### config.mk
export PLATFORM = sky130hd
export DESIGN_NAME = mmult_seq
export DESIGN_NICKNAME = d
export VERILOG_FILES = /design/src/rtl/mmult_seq.sv
export SDC_FILE = /design/constraint.sdc
export NUM_CORES = 2
export LEC_CHECK = 0
export CORE_MARGIN = 2
export CORE_UTILIZATION = 23
export DETAILED_ROUTE_END_ITERATION = 6
export PLACE_DENSITY = 0.49
export RECOVER_POWER = 25
export SYNTH_ARGS = -nofsm -noshare
export SYNTH_HDL_FRONTEND = slang
export SYNTH_SLANG_ARGS = --single-unit
export TNS_END_PERCENT = 20
### constraint.sdc
create_clock -name clk -period 7.5 [get_ports clk]
set_input_delay 1.875 -clock clk [delete_from_list [all_inputs] [get_ports clk]]
set_output_delay 1.875 -clock clk [all_outputs]
set_load 0.1 [all_outputs]
### src/rtl/mmult_seq.sv
// Sequential N x N matrix multiplier: C = A*B or C += A*B, one row of C per clock.
// Operands are captured on an accepted start; C_mat is meaningful only while valid is high.
module mmult_seq #(
  parameter int unsigned N      = 3,
  parameter int unsigned W      = 8,
  parameter bit          SIGNED = 1'b0,
  parameter int unsigned CW     = 2*W + $clog2(N)
) (
  input  logic                  clk,
  input  logic                  reset_n,
  input  logic                  start,
  input  logic                  acc_en,
  input  logic [0:N*N*W-1]      A_mat,
  input  logic [0:N*N*W-1]      B_mat,
  output logic                  busy,
  output logic                  valid,
  output logic [0:N*N*CW-1]     C_mat
);

  localparam int unsigned RW = $clog2(N);
  localparam int unsigned EW = CW - 2*W;

  typedef enum logic [1:0] {IDLE, CALC, DONE} state_t;

  state_t          state_q, state_d;
  logic            load, calc, last;
  logic            acc_q;
  logic [RW-1:0]   row_q;
  logic [W-1:0]    a_in [N][N];
  logic [W-1:0]    b_in [N][N];
  logic [W-1:0]    a_q  [N][N];
  logic [W-1:0]    b_q  [N][N];
  logic [CW-1:0]   c_q  [N][N];
  logic [CW-1:0]   row_sum [N];

  // W x W product, sign- or zero-extended to the result width
  function automatic logic [CW-1:0] mul_ext(input logic [W-1:0] x, input logic [W-1:0] y);
    logic [2*W-1:0] p;
    if (SIGNED) p = {{W{x[W-1]}}, x} * {{W{y[W-1]}}, y};
    else        p = {{W{1'b0}}, x} * {{W{1'b0}}, y};
    return SIGNED ? {{EW{p[2*W-1]}}, p} : {{EW{1'b0}}, p};
  endfunction

  // Unpack row-major operand buses into element arrays
  always_comb begin
    for (int r = 0; r < N; r++) begin
      for (int c = 0; c < N; c++) begin
        a_in[r][c] = A_mat[(r*N+c)*W +: W];
        b_in[r][c] = B_mat[(r*N+c)*W +: W];
      end
    end
  end

  always_comb begin
    C_mat = '0;
    for (int r = 0; r < N; r++) begin
      for (int c = 0; c < N; c++) begin
        C_mat[(r*N+c)*CW +: CW] = c_q[r][c];
      end
    end
  end

  // Dot products of the current A row with every B column
  always_comb begin
    for (int j = 0; j < N; j++) begin
      row_sum[j] = '0;
      for (int k = 0; k < N; k++) begin
        row_sum[j] = row_sum[j] + mul_ext(a_q[row_q][k], b_q[k][j]);
      end
    end
  end

  always_ff @(posedge clk or negedge reset_n) begin
    if (!reset_n) state_q <= IDLE;
    else          state_q <= state_d;
  end

  always_comb begin
    state_d = state_q;
    load    = 1'b0;
    calc    = 1'b0;
    last    = 1'b0;
    case (state_q)
      IDLE, DONE: begin
        if (start) begin
          load    = 1'b1;
          state_d = CALC;
        end
      end
      CALC: begin
        calc = 1'b1;
        last = (row_q == RW'(N-1));
        if (last) state_d = DONE;
      end
      default: state_d = IDLE;
    endcase
  end

  always_ff @(posedge clk or negedge reset_n) begin
    if (!reset_n) begin
      a_q   <= '{default: '0};
      b_q   <= '{default: '0};
      c_q   <= '{default: '0};
      acc_q <= 1'b0;
      row_q <= '0;
      busy  <= 1'b0;
      valid <= 1'b0;
    end else if (load) begin
      a_q   <= a_in;
      b_q   <= b_in;
      acc_q <= acc_en;
      row_q <= '0;
      busy  <= 1'b1;
      valid <= 1'b0;
      if (!acc_en) c_q <= '{default: '0};
    end else if (calc) begin
      for (int j = 0; j < N; j++) begin
        c_q[row_q][j] <= (acc_q ? c_q[row_q][j] : CW'(0)) + row_sum[j];
      end
      row_q <= last ? '0 : row_q + RW'(1);
      if (last) begin
        busy  <= 1'b0;
        valid <= 1'b1;
      end
    end
  end

endmodule

# ---- Word-level counts from Yosys, hierarchy flattened
# Cells that the tools add are included.
dict set report word_totals {
  out_inout_bits 164
  ff_bits 313
}
dict set report classes {
  mul 9
  order_cmp 2
  bitwise_logic 1
  muxes 37
  n_reduce_logical 8
  eq_ne 6
  add_sub_neg 10
}
# operator count
set ops {}
lappend ops {{bitwise mux 162 bit} 3}
lappend ops {{two-way mux 162 bit} 3}
lappend ops {{demux 54 bit (select 2 bit)} 3}
lappend ops {{two-way mux 54 bit} 3}
lappend ops {{multiplier 8 x 8 -> 16 bit} 9}
lappend ops {{binary-select mux 54 bit (select 2 bit)} 1}
lappend ops {{two-way mux 18 bit} 4}
lappend ops {{adder 17 x 16 -> 18 bit} 3}
lappend ops {{adder 18 bit} 3}
lappend ops {{adder 16 x 16 -> 17 bit} 3}
lappend ops {{binary-select mux 24 bit (select 2 bit)} 1}
lappend ops {{two-way mux 24 bit} 2}
lappend ops {{two-way mux 36 bit} 1}
lappend ops {{two-way mux 1 bit} 10}
lappend ops {{two-way mux 2 bit} 5}
lappend ops {{inequality test 2 bit (second input constant)} 3}
lappend ops {{AND reduction 2 bit} 3}
lappend ops {{equality test 2 bit (second input constant)} 2}
lappend ops {{one-hot mux 2 bit (2 select lines)} 1}
lappend ops {{nonzero test 2 bit} 2}
lappend ops {{greater-or-equal comparator 3 bit (second input constant)} 1}
lappend ops {{< comparator 3 x 1 -> 1 bit (second input constant)} 1}
lappend ops {{NOT 2 -> 3 bit} 1}
lappend ops {{adder 2 x 1 -> 2 bit (second input constant)} 1}
lappend ops {{4 further kinds} 4}

# ---- Longest topological paths before layout
dict set report logic_depth {
  ltp_word 13
  depth_mapped 30
  ltp_nobuf 25
}

# ---- Least setup slack after synthesis
# No wires, ideal clock.
dict set report synth_path {
  path_type {register -> register}
  startpoint {reg row_q[1]}
  endpoint {reg c_q, in the netlist C_mat[75]}
  path_buffers 5
  t_arrival_ns 6.622
  period_less_slack_ns 6.745
  required_time_ns 7.377
  setup_time_ns 0.123
  setup_slack_ns 0.755
  stages_incl_launch_ff 27
  cell_sequence {dfrtp_1 buf_4 buf_12 nor2b_2 buf_2 nand2_1 o21ai_1 clkbuf_1 and2_1 fa_1 fa_1 inv_1 fa_1 fa_1 inv_1 fa_1 fa_1 inv_1 fa_1 inv_1 ha_1 buf_2 a2111o_1 o211ai_1 mux2i_1 nand3_1 a22o_1}
}
dict set report synth_between {
  elab_chain_len 13
  word_cells_on_any_way 40
  cone_classes {9 x add/sub; 9 x mul; 2 x order compare; 18 x mux; 1 x bitwise; 1 x reduce/logical}
}
# element line
set synth_lines {}
lappend synth_lines {{start: declaration} 28} ;# logic [RW-1:0] row_q;
lappend synth_lines {{start signal: assignment} 120} ;# row_q <= last ? '0 : row_q + RW'(1);
lappend synth_lines {{NOT 2 -> 3 bit (*)} {68, 118}}
lappend synth_lines {{binary-select mux 24 bit (select 2 bit)} 68} ;# row_sum[j] = row_sum[j] + mul_ext(a_q[row_q][k], b_q[k][j]);
lappend synth_lines {{two-way mux 24 bit (implied by the code) (2 in a row)} 68}
lappend synth_lines {{multiplier 8 x 8 -> 16 bit} 40} ;# else p = {{W{1'b0}}, x} * {{W{1'b0}}, y};
lappend synth_lines {{adder 16 x 16 -> 17 bit} 68}
lappend synth_lines {{adder 17 x 16 -> 18 bit} 68}
lappend synth_lines {{adder 18 bit} 118} ;# c_q[row_q][j] <= (acc_q ? c_q[row_q][j] : CW'(0)) + row_sum[j];
lappend synth_lines {{bitwise mux 162 bit (2 in a row)} 118}
lappend synth_lines {{bitwise mux 162 bit (*)} 118}
lappend synth_lines {{two-way mux 162 bit (*)} 116} ;# end else if (calc) begin
lappend synth_lines {{two-way mux 162 bit (*)} 108} ;# end else if (load) begin
lappend synth_lines {{end signal: indexed assignment} 118}
lappend synth_lines {{end: declaration} 33} ;# logic [CW-1:0] c_q [N][N];
# Mark *: on every way between the ends. The rest lies on a longest branch, timed or not. The select of a mux whose other input is x is not followed.
# A chain may end at the register's enable or synchronous reset.

# ---- Worst setup path after layout
dict set report layout_path {
  startpoint {reg row_q[1]}
  endpoint {reg c_q, in the netlist C_mat[129]}
}
# The elaborated chain is that of the path after synthesis.

==> results.tsv <==
metric	value	unit
run status	finished, violations left	
failing checks	DRC, capacitance limit, slew limit	
area of placed instances	42100	µm²
Max Cap Violations	3	
clock sinks	313	
Post-Syn Area per Cell	9.13	µm²
WS Path Type	flip-flop to flip-flop	
cell taking the most area after synthesis	fa_1	
Root Buffer	clkbuf_16	
worst setup path start	row_q[1]	
die footprint	160000	µm²
clk buf depth	3	
Initial Util	23.2	%
finished layout cell area	43700	µm²
routed len/inst	20.0	µm
Final GP Congestion	0.845	
CTS tree	yes	
most frequent cells in the layout	nand2_1, inv_1, fa_1, and2_1, dfrtp_1	
worst setup margin	0.307	ns
reg-to-reg slack, setup	0.31	ns
final net count	5209	
initial antenna violation count	2	
Post-DP HPWL	101000	µm
largest net degree at the start of global routing	147	
setup-violating endpoint count in the final report	0	
slew margin rel.	-197	%
Setup Total Neg Slack	0	ns
CP arrival	7.71	ns
Worst-Skew Late Latency	0.64	ns
IO Pins	312	
Worst setup EP type	flip-flop	
Tmin final	7.19	ns
Worst Setup EP	C_mat[129]	
period utilisation layout	95.9	%
drt via density	4.35	
GRT Util Overall	15.7	%
initial DRC count	1417	
worst-path fanout max	24	
vias in the first global route	29300	
ANT nets after route	0	
Filler cells	16700	
DIE HEIGHT	401	µm
top_reg_cell synth	dfrtp_1	
commonest non-fill, non-tap cell in the layout	nand2_1	
Hold Path Stages	2	
Hold Path Class	flip-flop to flip-flop	
post-synthesis sequential area ratio	21.7	%
Setup Skew	0.0393	ns
startpoint types	flip-flop	
share of layout cells above drive strength 1	5.40	%
Synth Cell Area	36200	µm²
Layout Utilization	28.0	%
aggregate global routing overflow	0	
warnings from Yosys	0	
Mapped Cells	3963	
number of synthesized register bits	313	
P&R area growth vs syn	20.9	%
EDFF count, synth	0	
DRC Markers	1	
asr flop ratio synth	100	%
R2R Path Start	row_q[1]	
worst r2r path cells	22	
CTS clk-pin slew, worst paths	0.06	ns
core footprint	156000	µm²
dominant cells by area after synthesis	fa_1, dfrtp_1, ha_1	
quantity of I/O buffers inserted on ports	311	
share of the synthesized area in the top cell type	29.2	%
final hold violation count	0	
FP Rows	145	
DR pass1 iterations	7	
reg2reg end	C_mat[129]	
Slew Viols, Final	255	
pre-CTS setup slack	0.157	ns
Slew @ Worst Pin	4.45	ns
Total Wirelength	127000	µm
Worst EP required	8.02	ns
syn nets	4945	
Num CTS Buffers	44	
synth unique cells	63	
first-pass GRT wire length	189000	µm
die width	401	µm
Max Freq	139	MHz
H-tree depth	2	
DR vias	27500	
cell usage after synthesis, types with 4 or more instances:
master	instances
a211o_1	5
a21o_1	7
a21oi_1	51
a221oi_1	7
a22o_1	114
a22oi_1	6
a31oi_1	9
a32oi_1	6
and2_1	417
buf_1	14
buf_2	57
buf_4	15
clkbuf_1	96
dfrtp_1	313
fa_1	528
ha_1	306
inv_1	765
mux2i_1	87
nand2_1	817
nand2b_1	7
nand3_1	24
nand4_1	7
nor2_1	48
nor2b_1	14
nor3_1	5
o2111ai_1	4
o211ai_1	6
o21a_1	7
o21ai_0	92
o21ai_1	33
o21bai_1	4
o31ai_1	6
xnor2_1	21
xor2_1	14
layout make-up:
type / instances / area (µm²) / share of cell area [%]
Antenna cell: 5 / 12.5 / 0.0286
Multi-Input combinational cell: 2699 / 24800 / 56.7
Tap cell: 2058 / 2570 / 5.89
Inverter: 766 / 2880 / 6.57
Sequential cell: 313 / 7840 / 17.9
Timing Repair Buffer: 403 / 4090 / 9.35
Clock inverter: 22 / 277 / 0.632
Clock buffer: 59 / 1270 / 2.90
per-layer routing:
| metal | vias to the layer above | GRT usage [%] | part of all wire, % | routed length (µm) |
|---|---|---|---|---|
| li1 | 12600 | - | - | - |
| met2 | 509 | 29.7 | 54 | 69000 |
| met3 | 118 | 1.86 | 4.1 | 5240 |
| met4 | 0 | 3.83 | 2.3 | 2930 |
| met1 | 14200 | 18.8 | 39 | 49500 |
| met5 | - | 0 | 0 | 0 |
timing repair:
action	4_1_cts	5_1_grt
gates resized for setup	0	8
setup buffers	0	6
hold buffers	0	0
endpoints found under the setup margin	0	69
worst min path at each step:
stage               endpoint  slack (ns)  startpoint
floorplan            a_q[48]        0.44     a_q[48]
global placement     a_q[58]        0.46     a_q[58]
detailed placement   a_q[58]        0.46     a_q[58]
CTS                  a_q[58]        0.48     a_q[58]
global route         a_q[61]        0.50     a_q[61]
finish               a_q[58]        0.47     a_q[58]
registers in the layout (all words and copies together) (netlist names):
signal   count
a_q         72
b_q         72
acc_q        1
state_q      2
valid        1
row_q        2
C_mat      162
busy         1
per-stage QoR:
stage,hold WS (ns),instances
floorplan,0.445,3963
global placement,0.458,6233
detailed placement,0.462,6233
CTS,0.476,6314
global route,0.498,6320
finish,0.470,6325
cells by family after synthesis:
| family | share of synthesized area [%] |
|---|---|
| simple gates | 17.7 |
| buf+inv | 10.3 |
| fa+ha+maj | 39.8 |
| compound gates | 7.32 |
| flops | 21.7 |
| mux | 2.41 |
| xor+xnor | 0.847 |
worst max-delay path, cell delays in order (launching register included):
cell       delay, ns
dfrtp_4         0.59
clkbuf_16       0.25
mux2i_1         0.27
o21ai_2         0.10
buf_12          0.17
and2_1          0.20
fa_1            0.53
inv_1           0.05
fa_1            0.47
inv_1           0.05
fa_1            0.48
fa_1            0.60
fa_1            0.44
fa_1            0.49
inv_1           0.05
fa_1            0.52
inv_1           0.06
ha_1            0.37
a2111o_1        0.42
o211ai_1        0.27
mux2i_1         0.23
nand3_1         0.18
a22o_1          0.25
Power is not shown: default switching activity piles up to over one toggle a cycle in this logic, so the estimate is an artifact.
